### src/rtl/result_ascii_tx.sv
// Converts a binary result to decimal ASCII (double-dabble) and streams it
// one character per beat, MSB digit first, newline-terminated; "ERR\n" on error.
module result_ascii_tx #(
   parameter int NUM_PATHS_DW = 64,
   parameter int NUM_DIGITS   = 20
) (
   input  logic                    clk,
   input  logic                    rst,
   input  logic [NUM_PATHS_DW-1:0] i_result,
   input  logic                    i_result_vld,
   input  logic                    i_error,
   output logic                    o_ready,
   output logic                    o_vld,
   output logic [7:0]              o_char,
   input  logic                    i_stall,
   output logic                    o_busy,
   output logic                    o_drop
);

   localparam int CW = $clog2(NUM_PATHS_DW + 1);
   localparam int IW = (NUM_DIGITS > 1) ? $clog2(NUM_DIGITS) : 1;
   localparam int BW = 4 * NUM_DIGITS;

   typedef enum logic [2:0] {
      IDLE, CONVERT, FIND, EMIT, NEWLINE, ERRMSG
   } state_t;

   state_t                  state_q, state_d;
   logic [NUM_PATHS_DW-1:0] shift_q, shift_d;
   logic [BW-1:0]           bcd_q, bcd_d, bcd_adj;
   logic [CW-1:0]           cnt_q, cnt_d;
   logic [IW-1:0]           idx_q, idx_d, msd;
   logic [1:0]              eidx_q, eidx_d;
   logic                    drop_q, drop_d;
   logic [3:0]              digit;

   always_ff @(posedge clk or posedge rst) begin
      if (rst) begin
         state_q <= IDLE;
         shift_q <= '0;
         bcd_q   <= '0;
         cnt_q   <= '0;
         idx_q   <= '0;
         eidx_q  <= '0;
         drop_q  <= 1'b0;
      end else begin
         state_q <= state_d;
         shift_q <= shift_d;
         bcd_q   <= bcd_d;
         cnt_q   <= cnt_d;
         idx_q   <= idx_d;
         eidx_q  <= eidx_d;
         drop_q  <= drop_d;
      end
   end

   // Per-digit add-3 correction; digits are independent, no carry between them.
   always_comb begin
      bcd_adj = bcd_q;
      for (int i = 0; i < NUM_DIGITS; i++) begin
         if (bcd_q[4*i +: 4] >= 4'd5) bcd_adj[4*i +: 4] = bcd_q[4*i +: 4] + 4'd3;
      end
   end

   // Highest nonzero digit; all-zero leaves index 0 so a lone "0" is emitted.
   always_comb begin
      msd = '0;
      for (int i = 0; i < NUM_DIGITS; i++) begin
         if (bcd_q[4*i +: 4] != 4'd0) msd = IW'(i);
      end
   end

   always_comb begin
      digit = 4'd0;
      for (int i = 0; i < NUM_DIGITS; i++) begin
         if (idx_q == IW'(i)) digit = bcd_q[4*i +: 4];
      end
   end

   assign o_busy  = (state_q != IDLE);
   assign o_ready = ~o_busy;
   assign o_drop  = drop_q;

   always_comb begin
      state_d = state_q;
      shift_d = shift_q;
      bcd_d   = bcd_q;
      cnt_d   = cnt_q;
      idx_d   = idx_q;
      eidx_d  = eidx_q;
      drop_d  = drop_q | (i_result_vld & (state_q != IDLE));
      o_vld   = 1'b0;
      o_char  = 8'h00;
      case (state_q)
         IDLE: begin
            if (i_result_vld) begin
               if (i_error) begin
                  eidx_d  = 2'd0;
                  state_d = ERRMSG;
               end else begin
                  shift_d = i_result;
                  bcd_d   = '0;
                  cnt_d   = '0;
                  state_d = CONVERT;
               end
            end
         end
         CONVERT: begin
            {bcd_d, shift_d} = {bcd_adj, shift_q} << 1;
            cnt_d = cnt_q + 1'b1;
            if (cnt_q == CW'(NUM_PATHS_DW - 1)) state_d = FIND;
         end
         FIND: begin
            idx_d   = msd;
            state_d = EMIT;
         end
         EMIT: begin
            o_vld  = 1'b1;
            o_char = 8'h30 + {4'h0, digit};
            if (!i_stall) begin
               if (idx_q == '0) state_d = NEWLINE;
               else             idx_d   = idx_q - 1'b1;
            end
         end
         NEWLINE: begin
            o_vld  = 1'b1;
            o_char = 8'h0A;
            if (!i_stall) state_d = IDLE;
         end
         ERRMSG: begin
            o_vld = 1'b1;
            case (eidx_q)
               2'd0:    o_char = 8'h45;
               2'd1,
               2'd2:    o_char = 8'h52;
               default: o_char = 8'h0A;
            endcase
            if (!i_stall) begin
               if (eidx_q == 2'd3) state_d = IDLE;
               else                eidx_d  = eidx_q + 2'd1;
            end
         end
         default: state_d = IDLE;
      endcase
   end

endmodule
### config.mk
export PLATFORM = sky130hd
export DESIGN_NAME = result_ascii_tx
export DESIGN_NICKNAME = d
export VERILOG_FILES = /design/src/rtl/result_ascii_tx.sv
export SDC_FILE = /design/constraint.sdc
export NUM_CORES = 1
export LEC_CHECK = 0
export CAP_MARGIN = 20
export CORE_AREA = 2 2 134 136
export CTS_CLUSTER_SIZE = 12
export DETAILED_ROUTE_END_ITERATION = 16
export DIE_AREA = 0 0 136 138
export PLACE_DENSITY = 0.79
export SYNTH_ARGS = -nofsm -noshare
export SYNTH_HDL_FRONTEND = slang
export SYNTH_SLANG_ARGS = --single-unit
### constraint.sdc
create_clock -name clk -period 6.46 [get_ports clk]
set_input_delay 0.969 -clock clk [delete_from_list [all_inputs] [get_ports clk]]
set_output_delay 0.969 -clock clk [all_outputs]
set_load 0.03 [all_outputs]
; ---- After elaboration in Yosys (flattened, before gate mapping)
; Cells that the tools add are included.
; W data, S select, Z words.
[word_totals]
reg_bits = 162
in_bits = 69
wordCells = 213
[op_classes]
n_addsub = 24
magnitude_cmp = 20
eq_ne = 39
mux = 88
bitwise_logic = 3
n_reduce_logical = 32
[ops]
columns = cell, count
row1 = $mux W80, 2
row2 = $pmux W80 S2, 1
row3 = $mux W4, 39
row4 = $mux W64, 2
row5 = $pmux W64 S2, 1
row6 = $mux W5, 20
row7 = $ge A4 B3 Y1 const B, 20
row8 = $add A4 B2 Y4 const B, 19
row9 = $reduce_bool A4 Y1, 19
row10 = $eq A5 B4 Y1 const B, 8
row11 = $pmux W7 S2, 2
row12 = $mux W3, 9
row13 = $ne A2 B2 Y1 const B, 11
row14 = $pmux W7 S3, 1
row15 = $eq A5 B3 Y1 const B, 4
row16 = $eq A5 B5 Y1 const B, 4
row17 = $pmux W3 S6, 1
row18 = $mux W7, 2
row19 = $eq A5 B2 Y1 const B, 2
row20 = $pmux W5 S2, 1
row21 = $mux W2, 4
row22 = $add A6 B4 Y7 const A, 1
row23 = $add A7 B1 Y7 const B, 1
row24 = $eq A7 B6 Y1 const B, 1
row25 = other kinds (24), 31

; ---- Depth between registers and ports, before layout
; Gate-level depths: netlist (run 1).
[depth]
ltp_word = 23
ltp_mapped = 11

; ---- Worst setup path after synthesis (run 1)
; No wires, ideal clock.
[synth_timing]
kind = flip-flop to output port
from = register idx_q[0]
to = output port o_char[2]
arrival_time_ns = 2.549
slack_ns = 2.942
path_stages_with_launch = 9
cell_sequence = dfrtp_1 inv_1 ha_1 clkbuf_1 a2111oi_0 a32oi_1 a2111oi_0 o21ai_1 a221oi_1
[synth_between]
elab_chain_len = 23
elab_cells_between_ends = 42
[synth_lines]
columns = element, line_no
row1 = start: declaration, 32  ; logic [IW-1:0] idx_q, idx_d, msd;
row2 = start signal: assignment, 51  ; idx_q <= idx_d;
row3 = $logic_not A5 Y1, 76  ; if (idx_q == IW'(i)) digit = bcd_q[4*i +: 4];
row4 = $mux W4 (19 in series), 76
row5 = $mux W4 *, 76
row6 = $add A6 B4 Y7 *, 119  ; o_char = 8'h30 + {4'h0, digit};
row7 = $pmux W7 S3 *, 94  ; case (state_q)
row8 = end: declaration, 14  ; output logic [7:0] o_char,
; Every way passes the cells marked *; elsewhere a longest branch is shown, timed or not.

; ---- Worst setup path after layout (run 1)
; Same ends and word-level chain as after synthesis.

==> qor_table.md, run 1 <==
| Metric | Value |
| --- | --- |
| Distinct cell type count after synthesis | 76 |
| Library cell with the highest instance count after synthesis | sky130_fd_sc_hd__nand2_1 |
| DRC violation total after the first TritonRoute iteration | 665 |
| Growth of design area from synthesis to finish | 13.96% |
| Post-Synthesis Cells | 1164 |
| Clock latency reported for the late side of the worst-skew pair | 0.44 ns |
| Crit Path Max Fanout | 25 |
| CP top delay family | compound AO/OA/AOI/OAI gates |
| Peak ir drop on the vdd network | 0.0004452 V |
| Cells along the critical path | inv_1, ha_1, nand2_1, o21ai_0, a32oi_1, a2111oi_0, o21ai_1, a221oi_1, clkdlybuf4s50_1 |
| Proportion of layout cells with a drive suffix above 1 | 4.963% |
| Share of Yosys cell area claimed by the top area cell type | 40.47% |
| Via-per-instance ratio | 6.103 |
| Starting Density | 57.13% |
| Clock period minus worst slack | 5.193 ns |
| Power per Cell Area | 523.0 nW/µm² |
| Final Max Slew Viols | 0 |
| # Post-CTS Setup Buffers | 0 |
| 1st-pass router iterations | 5 |
| Largest net degree at the start of global routing | 101 |
| Number of core rows | 49 |
| Type of the worst min-delay path | flip-flop to flip-flop |
| Kind of capture point of the worst setup path | output pin |
| Switching part of the total power | 46.95% |
| Register share of total power | 31.6% |
| Inserted Clock Buffers | 17 |
| Detail-routed net length per standard cell | 16.98 µm |
| Vias in the first global route | 8092 |
| Highest clock frequency the design can meet | 0.1926 GHz |
| Internal Dissipation | 3.167 mW |
| Cell taking the most area after synthesis | sky130_fd_sc_hd__dfrtp_1 |
| Clk_skew | 0.01152 ns |
| Horiz. Die Dim | 136 µm |
| Final antenna diode count | 0 |
| Count of input and output buffers | 79 |
| Maximum clock path buffer count | 2 |
| Leakage power | 4.755 nW |
| Share of total power in combinational logic | 52.0% |
| Kind of start point of the critical path | flip-flop |
| Clock network power share | 16.4% |
| Net count after synthesis | 1291 |
| Total global routing overflow | 0 |
| Global-route usage over all layers | 26.92% |
| Area of the mapped netlist | 10020 µm² |
| DRT antenna net count | 0 |
| Core area | 17530 µm² |
| Worst-path clk slew | 0.07 ns |
| Number of antenna violations at the first check in global routing | 0 |
| Run status | finished, final reports clean |
| Final critical-path setup slack | 1.267 ns |
| Main area contributors after synthesis | sky130_fd_sc_hd__dfrtp_1, sky130_fd_sc_hd__ha_1, sky130_fd_sc_hd__nand2_1, sky130_fd_sc_hd__a21oi_1, sky130_fd_sc_hd__nor2_1 |
| Slew of the pin with the lowest slew margin | 1.078 ns |
| Synth top cells by count | sky130_fd_sc_hd__nand2_1, sky130_fd_sc_hd__dfrtp_1, sky130_fd_sc_hd__a21oi_1 |
| Vert. Die Dim | 138 µm |
| Via count | 8776 |
| Sequential element share of the synthesized area | 40.47% |
| Data arrival time of the worst path | 4.22 ns |
| Global-route wire length before repair | 40860 µm |
| Period utilisation layout | 80.38% |
| Hold Buf Count CTS | 0 |
| Fin nets | 1323 |
| Critical setup path kind | flip-flop to output pin |
| Top_reg_cell synth | sky130_fd_sc_hd__dfrtp_1 |
| Crit path largest cell delay | 0.82 ns |
| Share of synthesized flip-flops with an asynchronous set or reset | 100.0% |
| TritonCTS clock tree | yes |
| Post-cts sizing count | 0 |
| Post-detail-place hpwl | 16050 µm |
| Number of fill cells in the layout | 1502 |
| Number of failing setup endpoints in the final timing report | 0 |
| Number of enable-type register cells in the synthesized netlist | 0 |
| Count of endpoints failing hold in the final timing report | 0 |
| Number of top-level design ports | 81 |
| Global placer's final weighted congestion | 0.9412 |
| Bufs and invs on worst path | 2 |
| Flip-flop and latch count after synthesis | 162 |
| DP Worst Slack | 1.830 ns |
| Sink count of the clock tree | 162 |
| Mapped Avg Cell Area | 8.606 µm² |
| Slew Limit Headroom | 28.10% |
| Power dissipated by switching net loads | 2.803 mW |
| Cell at the root of the clock tree | sky130_fd_sc_hd__clkbuf_16 |
| Die Footprint | 18770 µm² |
| Routed wire length | 24420 µm |
| Max-cap viol count | 0 |
| Unrepaired setup endpoints after global routing | false |
| Final sum of negative setup slack | 0 ns |
| Total area of sequential cells | 4054 µm² |
| Area of the multi-input gates | 5443 µm² |
| Worst-path cell with the longest stage delay | sky130_fd_sc_hd__ha_1 |
| Critical Path RT | 5.49 ns |
| Warnings, synthesis | 0 |
| Post-route DRC | 0 |
| Maximum level of the CTS H-tree | 4 |
==> cells by family (layout without fill, tap and decap cells) <==
family,after synthesis,count (layout),share of synthesized area (%)
xor gates and xnor gates,27,27,2.361
muxes,5,5,0.5371
and+or+nand+nor,396,396,18.97
DFF,162,162,40.47
other,1,1,0.03744
AOI/OAI and AO/OA,384,384,24.92
adders and majority gates,58,58,7.245
buffers and inverters,131,176,5.458
==> power groups by stage <==
stage                     logic, mW  clock network, mW  registers, mW
final                          3.10              0.981           1.89
after CTS                      3.10              0.992           1.88
after detailed placement       3.08                  0           1.89
after global placement         3.00                  0           1.88
after global routing           3.48               1.04           1.95
after floorplan                2.51                  0           1.71
==> routing by layer <==
metal / vias up / GRT usage (%) / wire length [µm] / part of all wire (%)
met2: 226 / 41.34 / 11460 / 47
li1: 4257 / - / - / -
met4: 0 / 8.498 / 528 / 2.2
met3: 45 / 5.941 / 1231 / 5.0
met5: - / 0 / 0 / 0
met1: 4248 / 38.13 / 11200 / 46
==> cell usage in the layout, fill, tap and decap left out, drive strengths merged, types with 21 or more instances in the layout <==
cell,n
o21ai,68
inv,62
a31oi,31
dfrtp,162
nor3b,32
nor2,87
clkbuf,21
clkdlybuf4s50,79
ha,58
nand2,178
o31ai,26
a22oi,39
a32o,21
nand2b,27
o22ai,41
xnor2,21
a21oi,99
==> cell type report <==
type / instances / share of cell area (%)
multi-input cells: 871 / 47.68
flip-flops and latches: 162 / 35.51
repair buffers: 87 / 7.453
clock buffers: 21 / 4.121
well taps: 229 / 2.510
inverters: 57 / 1.918
clock inverters: 11 / 0.8111
==> registers in the layout, indices dropped and copies added (netlist names) <==
register	cells
cnt_q	7
shift_q	64
idx_q	5
eidx_q	2
state_q	3
o_drop	1
bcd_q	80
==> worst register-to-register path, delay by kind of cell, from the launching register on <==
family	cells	cell delay, ns
AOI/OAI and AO/OA	1	0.10
DFF	1	0.67
buffers and inverters	4	1.82
and+or+nand+nor	4	0.57
==> metrics by stage <==
stage          power, mW  util, %  instances  hold slack (ns)  instance area, µm²
4_1_cts            5.964    65.11       1438           0.4655               11420
5_1_grt            6.469    65.11       1438           0.4940               11420
3_5_place_dp       4.961    61.90       1406           0.4439               10850
2_1_floorplan      4.218        -       1164           0.4386               10020
3_3_place_gp       4.874    61.90       1406           0.4436               10850
6_report           5.970    65.11       1438           0.4673               11420
==> worst paths after layout <==
| path | slack, ns | to | depth (start not counted) | start |
|---|---|---|---|---|
| worst min register to register | 0.47 | shift_q[0] | 2 | shift_q[0] |
| max in group asynchronous | 4.03 | bcd_q[45] | 3 | rst |
| worst max register to register | 3.25 | shift_q[34] | 9 | state_q[0] |
| worst min-delay path | 0.47 | shift_q[0] | 2 | shift_q[0] |
| min in group asynchronous | 1.06 | shift_q[54] | 2 | rst |
| worst max-delay path | 1.27 | o_char[2] | 9 | idx_q[0] |
Power figures use the tool's default switching activity.
==> inputs of run 2 (changes only) <==
Clock period 6.46 ns to 4.95 ns, I/O delays scaled along.
==> qor_table.md, run 2 (synthesis gave the netlist of run 1 again) <==
| Metric | Value |
| --- | --- |
| Clock latency reported for the late side of the worst-skew pair | 0.45 ns |
| Registers with the most flip-flops | bcd_q (80), shift_q (64), cnt_q (7) |
| Number of antenna violations at the first check in global routing | 0 |
| Largest net degree at the start of global routing | 163 |
| Global-route usage over all layers | 27.80% |
| Maximum level of the CTS H-tree | 4 |
| Crit Path Max Fanout | 13 |
| Commonest cells after routing, fill and taps aside | sky130_fd_sc_hd__nand2_1, sky130_fd_sc_hd__dfrtp_1, sky130_fd_sc_hd__a21oi_1 |
| Sink count of the clock tree | 162 |
| Critical setup path kind | flip-flop to output pin |
| Final antenna diode count | 0 |
| Data arrival time of the worst path | 3.85 ns |
| Worst-path cell with the longest stage delay | sky130_fd_sc_hd__clkdlybuf4s50_1 |
| Leakage power | 4.808 nW |
| Count of endpoints failing hold in the final timing report | 0 |
| Die Footprint | 18770 µm² |
| Final Max Slew Viols | 0 |
| Routed wire length | 25090 µm |
| Period utilisation layout | 92.85% |
| Max reg flops | 80 |
| Highest clock frequency the design can meet | 0.2176 GHz |
| Worst hold margin | 0.4712 ns |
| Inserted Clock Buffers | 17 |
| Number of core rows | 49 |
| Proportion of layout cells with a drive suffix above 1 | 5.354% |
| DP Worst Slack | 0.8178 ns |
| CP top delay family | compound AO/OA/AOI/OAI gates |
| Hold Buf Count CTS | 0 |
| Post-route DRC | 0 |
| Global placer's final weighted congestion | 0.9165 |
| Run status | finished, final reports clean |
| Detail-routed net length per standard cell | 17.39 µm |
| Most frequent cell on the critical path | sky130_fd_sc_hd__a2111oi_0 |
| Bufs and invs on worst path | 2 |
| Kind of capture point of the worst setup path | output pin |
| Count of input and output buffers | 79 |
| Via count | 8877 |
| Slew Limit Headroom | 39.22% |
| Clk_skew | 0.01530 ns |
| Post-detail-place hpwl | 16700 µm |
| Final critical-path setup slack | 0.3538 ns |
| Power, Total | 7.950 mW |
| Final sum of negative setup slack | 0 ns |
| Number of fill cells in the layout | 1484 |
| Unrepaired setup endpoints after global routing | false |
| Kind of start point of the critical path | flip-flop |
| Type of the worst min-delay path | flip-flop to flip-flop |
| Horiz. Die Dim | 136 µm |
| Final standard cell utilization of the core | 65.63% |
| DRC violation total after the first TritonRoute iteration | 795 |
| Growth of design area from synthesis to finish | 14.88% |
| Top reg by flops | bcd_q |
| Cells along the critical path | inv_1, ha_1, a2111oi_0, a32oi_1, a2111oi_0, o21ai_1, a221oi_1, clkdlybuf4s50_1 |
| Power per Cell Area | 690.9 nW/µm² |
| Via-per-instance ratio | 6.152 |
| Total global routing overflow | 0 |
| Starting Density | 57.13% |
| Crit path largest cell delay | 0.75 ns |
| Global-route wire length before repair | 42310 µm |
| Max-cap viol count | 0 |
| Clock period minus worst slack | 4.596 ns |
| Maximum clock path buffer count | 2 |
| Most common cell after layout, fill and taps aside | sky130_fd_sc_hd__nand2_1 |
| Peak ir drop on the vdd network | 0.0004399 V |
| Number of failing setup endpoints in the final timing report | 0 |
| 1st-pass router iterations | 5 |
| Slew of the pin with the lowest slew margin | 0.9117 ns |
| Vert. Die Dim | 138 µm |
| Post-cts sizing count | 0 |
| Number of top-level design ports | 81 |
| Core area | 17530 µm² |
| Critical Path RT | 4.21 ns |
| DRT antenna net count | 0 |
| Flop-to-flop setup slack | 1.86 ns |
| Fin nets | 1328 |
| Worst-path clk slew | 0.07 ns |
| Vias in the first global route | 8608 |
| TritonCTS clock tree | yes |
| # Post-CTS Setup Buffers | 0 |
| Cell at the root of the clock tree | sky130_fd_sc_hd__clkbuf_16 |
==> run 2: changes by cell type in the layout (fill, tap and decap cells not counted), sizes merged <==
cell	before	now
inv	62	64
clkinv	3	2
clkbuf	21	19
bufinv	0	2
buf	8	13
clkinvlp	3	2
==> run 2: stage by stage <==
step	area, µm²	std cells
2_1_floorplan	10020	1164
3_5_place_dp	10900	1411
6_report	11510	1443
4_1_cts	11510	1443
3_3_place_gp	10900	1411
5_1_grt	11510	1443
==> run 2: final cells by class <==
type / count / area [µm²] / area share, %
multi-input combinational: 871 / 5443 / 47.30
clock buffer: 19 / 442.9 / 3.849
clock inverter: 13 / 162.7 / 1.414
tap: 229 / 286.5 / 2.490
sequential: 162 / 4054 / 35.23
timing repair buffer: 92 / 900.9 / 7.829
inverter: 57 / 217.7 / 1.892
==> run 2: per-layer routing <==
metal	routed length, µm	GRT usage (%)
met1	11120	38.14
met2	12110	44.35
met3	1414	6.124
met4	448	8.169
met5	0	0
==> run 2: final timing paths <==
check | start | endpoint | cells past startpoint
hold / removal | o_drop | o_drop | 1
setup reg to reg | state_q[0] | shift_q[60] | 7
setup / recovery | idx_q[0] | o_char[2] | 8
max in group asynchronous | rst | bcd_q[50] | 3
hold reg to reg | o_drop | o_drop | 1
min in group asynchronous | rst | shift_q[57] | 3
==> run 2: where the power goes <==
part / internal, mW / total [mW] / switching [mW]
clock network: 0.777 / 1.40 / 0.621
registers: 1.87 / 2.47 / 0.593
logic: 1.59 / 4.08 / 2.49
total: 4.24 / 7.95 / 3.71
==> inputs of run 3 (changes only) <==
Settings changed: CORE_AREA 2 2 134 136 to 2 2 140 142, DIE_AREA 0 0 136 138 to 0 0 142 144, GPL_ROUTABILITY_DRIVEN from default to 0, PLACE_DENSITY 0.79 to 0.77.
Clock period 4.95 ns to 4.1 ns, I/O delays scaled along.
==> qor_table.md, run 3 (synthesis gave the netlist of run 1 again) <==
| Metric | Value |
| --- | --- |
| Run status | finished, final reports clean |
| Number of top-level design ports | 81 |
| Count of endpoints failing hold in the final timing report | 0 |
| Crit Path Max Fanout | 17 |
| Registers with the most flip-flops | bcd_q (80), shift_q (64), cnt_q (7) |
| Vias in the first global route | 8322 |
| Clock period minus worst slack | 3.935 ns |
| Endpoint of the worst hold path | o_drop |
| Final critical-path setup slack | 0.1654 ns |
| Via-per-instance ratio | 6.081 |
| Top reg by flops | bcd_q |
| Routed wire length | 24550 µm |
| Most common cell after layout, fill and taps aside | sky130_fd_sc_hd__nand2_1 |
| Starting Density | 52.50% |
| Kind of capture point of the worst setup path | output pin |
| Non-filler instance count after layout | 1457 |
| Critical Path RT | 3.48 ns |
| Global-route wire length before repair | 41300 µm |
| Reg-to-reg critical path startpoint | bcd_q[52] |
| Maximum level of the CTS H-tree | 4 |
| Growth of design area from synthesis to finish | 15.85% |
| Largest net degree at the start of global routing | 94 |
| Clock latency reported for the late side of the worst-skew pair | 0.45 ns |
| Inserted Clock Buffers | 17 |
| Number of fill cells in the layout | 1622 |
| Max-cap viol count | 0 |
| Final Max Slew Viols | 0 |
| Cells after DPL | 1425 |
| Kind of start point of the critical path | flip-flop |
| Power per Cell Area | 823.5 nW/µm² |
| Number of antenna violations at the first check in global routing | 0 |
| Clk_skew | 0.01415 ns |
| Post-route DRC | 0 |
| Internal Dissipation | 5.059 mW |
| Proportion of layout cells with a drive suffix above 1 | 6.317% |
| Data arrival time of the worst path | 3.32 ns |
| Vert. Die Dim | 144 µm |
| Number of instances on the worst hold path | 1 |
| Commonest cells after routing, fill and taps aside | sky130_fd_sc_hd__nand2_1, sky130_fd_sc_hd__dfrtp_1, sky130_fd_sc_hd__a21oi_1 |
| Detail-routed net length per standard cell | 16.85 µm |
| Fin nets | 1333 |
| Period utilisation layout | 95.97% |
| Cells on worst reg2reg path | 8 |
| Count of input and output buffers | 79 |
| TritonCTS clock tree | yes |
| Leakage power | 4.861 nW |
| Final antenna diode count | 0 |
| Unrepaired setup endpoints after global routing | false |
| Slew of the pin with the lowest slew margin | 1.021 ns |
| 1st-pass router iterations | 5 |
| Flop-to-flop setup slack | 1.43 ns |
| Power, Total | 9.556 mW |
| Post-detail-place hpwl | 16800 µm |
| Switching part of the total power | 47.06% |
| Maximum clock path buffer count | 2 |
| Total area of sequential cells | 4054 µm² |
| Register share of total power | 31.2% |
| DRC violation total after the first TritonRoute iteration | 652 |
| DRT antenna net count | 0 |
| Core area | 19080 µm² |
| Power dissipated by switching net loads | 4.498 mW |
| # Post-CTS Setup Buffers | 0 |
| Sink count of the clock tree | 162 |
| Slew Limit Headroom | 31.95% |
| Max reg flops | 80 |
| Cell at the root of the clock tree | sky130_fd_sc_hd__clkbuf_16 |
| Worst min-delay path startpoint | o_drop |
| Worst reg2reg endpoint | idx_q[1] |
| Clock network power share | 17.0% |
| Share of total power in combinational logic | 51.8% |
| Die Footprint | 20450 µm² |
| Peak ir drop on the vdd network | 0.0005746 V |
| Horiz. Die Dim | 142 µm |
| Worst-path clk slew | 0.08 ns |
| Area of the multi-input gates | 5469 µm² |
| Type of the worst min-delay path | flip-flop to flip-flop |
| Via count | 8860 |
| Number of failing setup endpoints in the final timing report | 0 |
| Total global routing overflow | 0 |
| DP Worst Slack | 0.4241 ns |
| Global-route usage over all layers | 24.89% |
| Critical setup path kind | flip-flop to output pin |
| Number of core rows | 51 |
| Final sum of negative setup slack | 0 ns |
| Highest clock frequency the design can meet | 0.2542 GHz |
run 3: cell types whose count changed in the layout (fill, tap and decap cells not counted), moves of 2 or more:
cell and delta:
sky130_fd_sc_hd__inv_8 +2, sky130_fd_sc_hd__clkdlybuf4s50_1 -3, sky130_fd_sc_hd__bufinv_16 -2, sky130_fd_sc_hd__ha_2 +3, sky130_fd_sc_hd__clkinv_4 +2, sky130_fd_sc_hd__buf_4 +4, sky130_fd_sc_hd__buf_12 +2, sky130_fd_sc_hd__inv_6 -4
sky130_fd_sc_hd__ha_1 -4, sky130_fd_sc_hd__clkinv_8 +4
run 3: power by group through the flow:
stage	Clock, mW	Sequential [mW]	Combinational (mW)
global route	1.71	3.08	5.57
detailed placement	0	2.99	4.90
floorplan	0	2.69	3.96
global placement	0	2.96	4.78
CTS	1.65	2.96	4.93
finish	1.63	2.98	4.95
run 3: cell type report:
type	instances	share of cell area, %
sequential	162	34.93
inverter	57	1.876
timing repair buffer	97	8.291
tap	238	2.566
multi-input combinational	871	47.13
clock inverter	14	1.423
clock buffer	18	3.784
run 3: worst max-delay path, stage by stage (launching register included):
cell	delay [ns]
sky130_fd_sc_hd__dfrtp_1	0.44
sky130_fd_sc_hd__inv_1	0.19
sky130_fd_sc_hd__ha_2	0.43
sky130_fd_sc_hd__buf_4	0.23
sky130_fd_sc_hd__a22oi_1	0.10
sky130_fd_sc_hd__o22ai_1	0.21
sky130_fd_sc_hd__a2111oi_0	0.11
sky130_fd_sc_hd__a211oi_1	0.26
sky130_fd_sc_hd__nand3_1	0.11
sky130_fd_sc_hd__nand2_1	0.11
sky130_fd_sc_hd__clkdlybuf4s50_1	0.68
run 3: timing repair:
item,CTS,global route
setup endpoints to repair,4,3
endpoints found under the hold margin,0,0
hold buffers,0,0
resized for setup,4,5
pin swaps,0,0
gates cloned,0,0
run 3: worst max-delay path by stage:
stage               startpoint   endpoint  slack [ns]  depth (start not counted)
global placement      idx_q[1]  o_char[1]        0.50                          9
global route          idx_q[0]  o_char[0]        0.02                         10
detailed placement    idx_q[0]  o_char[1]        0.42                          8
CTS                   idx_q[0]  o_char[3]        0.05                          9
finish                idx_q[0]  o_char[0]        0.17                         10
floorplan             idx_q[0]  o_char[2]        0.94                          8
run 3: metrics by stage:
stage | hold slack, ns | cell area, µm² | utilization, %
2_1_floorplan | 0.4386 | 10020 | -
3_3_place_gp | 0.4470 | 10970 | 57.51
3_5_place_dp | 0.4481 | 10970 | 57.51
4_1_cts | 0.4703 | 11580 | 60.71
5_1_grt | 0.4873 | 11600 | 60.82
6_report | 0.4689 | 11600 | 60.82
run 3: layer usage:
| layer | vias up | share of wire, % | GRT usage [%] |
|---|---|---|---|
| met3 | 46 | 5.8 | 4.636 |
| met2 | 294 | 47 | 39.79 |
| met4 | 0 | 2.3 | 8.947 |
| met5 | - | 0 | 0 |
| met1 | 4251 | 45 | 34.08 |
| li1 | 4269 | - | - |
==> patch 1: new RTL, config.mk and constraints of run 1 <==
Set the parameter `NUM_PATHS_DW` to 32 (it was 64).
--- a/src/rtl/result_ascii_tx.sv
+++ b/src/rtl/result_ascii_tx.sv
@@ -2,5 +2,5 @@
 // one character per beat, MSB digit first, newline-terminated; "ERR\n" on error.
 module result_ascii_tx #(
-   parameter int NUM_PATHS_DW = 64,
+   parameter int NUM_PATHS_DW = 32,
    parameter int NUM_DIGITS   = 20
 ) (
Ports: changed (resized i_result); port bits go from 81 to 49. No check against the original RTL was run, so the function may have changed too.
==> patch 1 against run 1 <==
Sequential cell count is 33 lower. Clock skew shrank 0.0037 ns. Routed wire length down 12%. Setup slack better by 0.29 ns. Power is 11% lower. Area after synthesis fell by 17%. Final area decreased by 17%. Via count fell by 15%.
==> patch 1: results (changes against run 1) <==
stage;metric;value;unit;change
placed_design;pre_cts_ws;2.13;ns;was 1.83 ns
placed_design;dp_hpwl;14.4;mm;was 16.1 mm
detailed_routing;drt_first_iter_violations;909;;was 665
synthesis;ys_seq_area_share;38.8;%;was 40.5%
power;power.leakage;3.88;nW;was 4.75 nW
global_route;grt_pass1_wl;35.4;mm;was 40.9 mm
power;power_switching;2.54;mW;was 2.80 mW
run_status;status;finished, final reports clean;;unchanged
timing;clock-skew-final;0.00783;ns;was 0.0115 ns
synthesis;synth_xor_area_share;3.26;%;was 2.36%
detailed_routing;vias;7499;;was 8776
placed_design;placed_area;0.00890;mm²;was 0.0109 mm²
final_layout;reg_top3;bcd_q: 80 flops, shift_q: 32 flops, cnt_q: 6 flops;;was bcd_q: 80 flops, shift_q: 64 flops, cnt_q: 7 flops
global_route;grtUsageMet2;35.6;%;was 41.3%
final_layout;nets;1071;;was 1323
power;powerSeq;1.55;mW;was 1.89 mW
power;combinationalPowerShare;53.0;%;was 52.0%
detailed_routing;wirelength;21.4;mm;was 24.4 mm
synthesis;synth_compound_area_share;26.1;%;was 24.9%
worst_setup_path;worstPathMaxFanout;32;;was 25
worst_setup_path;endpoint;o_char[3];;was o_char[2]
worst_setup_path;startpoint;idx_q[1]$_DFFE_PP0P_;;was idx_q[0]$_DFFE_PP0P_
worst_setup_path;critPathMaxStageDelay;0.85;ns;was 0.82 ns
final_layout;final_layout_size_suffix_gt1_share;5.62;%;was 4.96%
placed_design;port_buffers;47;;was 79
synthesis;synthDistinctLibCells;70;;was 76
hold_path;min_from;o_drop$_DFF_PP0_;;was shift_q[0]$_DFFE_PP0P_
timing;post-route-period-util;75.9;%;was 80.4%
timing;tightest_slew;1.04;ns;was 1.08 ns
worst_setup_path;r2r_cells;7;;was 9
detailed_routing;dr_wl_met2;9.90;mm;was 11.5 mm
synthesis;synth_area_leaders;dfrtp_1 39%, ha_1 7.7%, nor2_1 5.2%;;was dfrtp_1 40%, ha_1 7.2%, nand2_1 6.7%
global_route;grt_max_degree;80;;was 101
hold_path;whs_path_depth;1;;was 2
global_route;met3_usage;4.77;%;was 5.94%
synthesis;synth_common_cells;129 x dfrtp_1, 116 x nor2_1, 76 x a21oi_1, 69 x nand2_1, 68 x o22ai_1;;was 178 x nand2_1, 162 x dfrtp_1, 99 x a21oi_1, 85 x nor2_1, 58 x ha_1
detailed_routing;viasPerCell;6.12;;was 6.10
global_route;grt_pass1_vias;7108;;was 8092
synthesis;postSynthCellCount;970;;was 1164
-- patch 1: cell count changes in the layout (fill, tap and decap cells not counted), sizes merged, moves of 7 or more --
| cell | change |
|---|---|
| nand2 | -109 |
| ha | -7 |
| a31oi | -18 |
| a22oi | -36 |
| o22ai | +27 |
| nor2 | +29 |
| clkdlybuf4s50 | -32 |
| a21oi | -23 |
| nor3b | -10 |
| dfrtp | -33 |
-- patch 1: final cells by class --
type,count,area [µm²]
Tap cell,229,287
Sequential cell,129,3230
Multi-Input combinational cell,731,4680
Fill cell,1571,8060
Clock inverter,14,146
Inverter,52,198
Timing Repair Buffer,52,508
Clock buffer,18,429
-- patch 1: critical path, delay by kind of cell (launching register included) --
kind / cells / cell delay (ns)
AOI/OAI and AO/OA: 6 / 1.38
buffers and inverters: 2 / 0.86
adders and majority gates: 1 / 0.85
DFF: 1 / 0.41
==> patch 2: new RTL, settings of run 1 <==
Made on the original files. One comparison of `cnt_q` changes from == to >=.
--- a/src/rtl/result_ascii_tx.sv
+++ b/src/rtl/result_ascii_tx.sv
@@ -109,5 +109,5 @@
             {bcd_d, shift_d} = {bcd_adj, shift_q} << 1;
             cnt_d = cnt_q + 1'b1;
-            if (cnt_q == CW'(NUM_PATHS_DW - 1)) state_d = FIND;
+            if (cnt_q >= CW'(NUM_PATHS_DW - 1)) state_d = FIND;
          end
          FIND: begin
Behaviour: no difference found for any inputs over 10 cycles, from zero or initial values and one cycle with rst high; that may be too few to reach the edited logic, so the function may still have changed.
==> patch 2 against run 1 <==
Power is 8.3% higher. Sequential power is 4% higher. Setup slack better by 0.22 ns. Routed wire length is 2.7% higher. Clock skew is 0.0010 ns lower. Area after synthesis is 0.55% higher. Critical endpoint is now o_char[1]. Sequential cell count stayed put. Critical path depth stayed put. Final area is 0.98% higher. Combinational power is 12% higher.
==> patch 2: results (changes against run 1) <==
stage;metric;value;unit;change
run_status;status;finished, final reports clean;;unchanged
placed_design;gp_congestion;0.946;;was 0.941
placed_design;pre_cts_ws;1.94;ns;was 1.83 ns
worst_setup_path;critPathMaxStageDelay;0.71;ns;was 0.82 ns
worst_setup_path;r2r_setup_slack;3.58;ns;was 3.25 ns
global_route;grt_max_degree;106;;was 101
global_route;grt_usage;27.4;%;was 26.9%
detailed_routing;dr_wl_met2;11.9;mm;was 11.5 mm
power;power.leakage;4.83;nW;was 4.75 nW
synthesis;synthDistinctLibCells;72;;was 76
global_route;met3_usage;5.72;%;was 5.94%
worst_setup_path;endpoint;o_char[1];;was o_char[2]
synthesis;synth_common_cells;179 x nand2_1, 162 x dfrtp_1, 88 x a21oi_1, 75 x nor2_1;;was 178 x nand2_1, 162 x dfrtp_1, 99 x a21oi_1, 85 x nor2_1, 58 x ha_1
detailed_routing;detail_route.wl_per_cell;17.5;µm;was 17.0 µm
detailed_routing;wl_met3;1.32;mm;was 1.23 mm
placed_design;dp_cells;1398;;was 1406
global_route;grt_pass1_vias;8465;;was 8092
final_layout;nets;1316;;was 1323
synthesis;ys_seq_area_share;40.2;%;was 40.5%
synthesis;synth_compound_area_share;25.4;%;was 24.9%
global_route;grtUsageMet2;42.8;%;was 41.3%
timing;slew-limit-headroom;34.3;%;was 28.1%
global_route;grt_util_met1;37.1;%;was 38.1%
worst_setup_path;worst_path_max_delay_cell;clkdlybuf4s50_1;;was ha_1
detailed_routing;vias;8873;;was 8776
final_layout;n_fill_cell;1465;;was 1502
synthesis;synth_xor_area_share;2.00;%;was 2.36%
global_route;grt_pass1_wl;41.9;mm;was 40.9 mm
timing;setup_ws;1.49;ns;was 1.27 ns
worst_setup_path;r2r-end;state_q[1]$_DFFE_PP0P_;;was shift_q[34]$_DFFE_PP0P_
synthesis;synth.avg_cell_area;8.70;µm²;was 8.61 µm²
worst_setup_path;r2r_cells;7;;was 9
timing;clock-skew-final;0.0105;ns;was 0.0115 ns
placed_design;placed_area;0.0109;mm²;about the same
[patch 2: cell types whose count changed after synthesis, sizes merged, moves of 7 or more]
cell	change
nor2	-11
o21ai	-7
a31oi	+9
nand3	-9
nor2b	+8
a22oi	-10
clkbuf	-17
buf	+21
a21oi	-10
[patch 2: cell type report]
| class | count | area [µm²] | area share, % |
|---|---|---|---|
| multi-input combinational | 860 | 5470 | 47.5 |
| inverter | 58 | 223 | 1.93 |
| tap | 229 | 287 | 2.49 |
| sequential | 162 | 4050 | 35.2 |
| clock inverter | 15 | 188 | 1.63 |
| clock buffer | 17 | 425 | 3.69 |
| timing repair buffer | 90 | 881 | 7.64 |
[patch 2: cells by family after synthesis]
| kind of cell | after synthesis |
|---|---|
| buf+inv | 136 |
| fa+ha+maj | 58 |
| flops | 162 |
| other cells | 1 |
| simple gates | 387 |
| compound gates | 387 |
| mux | 4 |
| xor+xnor | 23 |
[patch 2: power by group]
group,internal (mW),switching [mW]
Sequential,1.46,0.500
Clock,0.525,0.498
Combinational,1.39,2.09
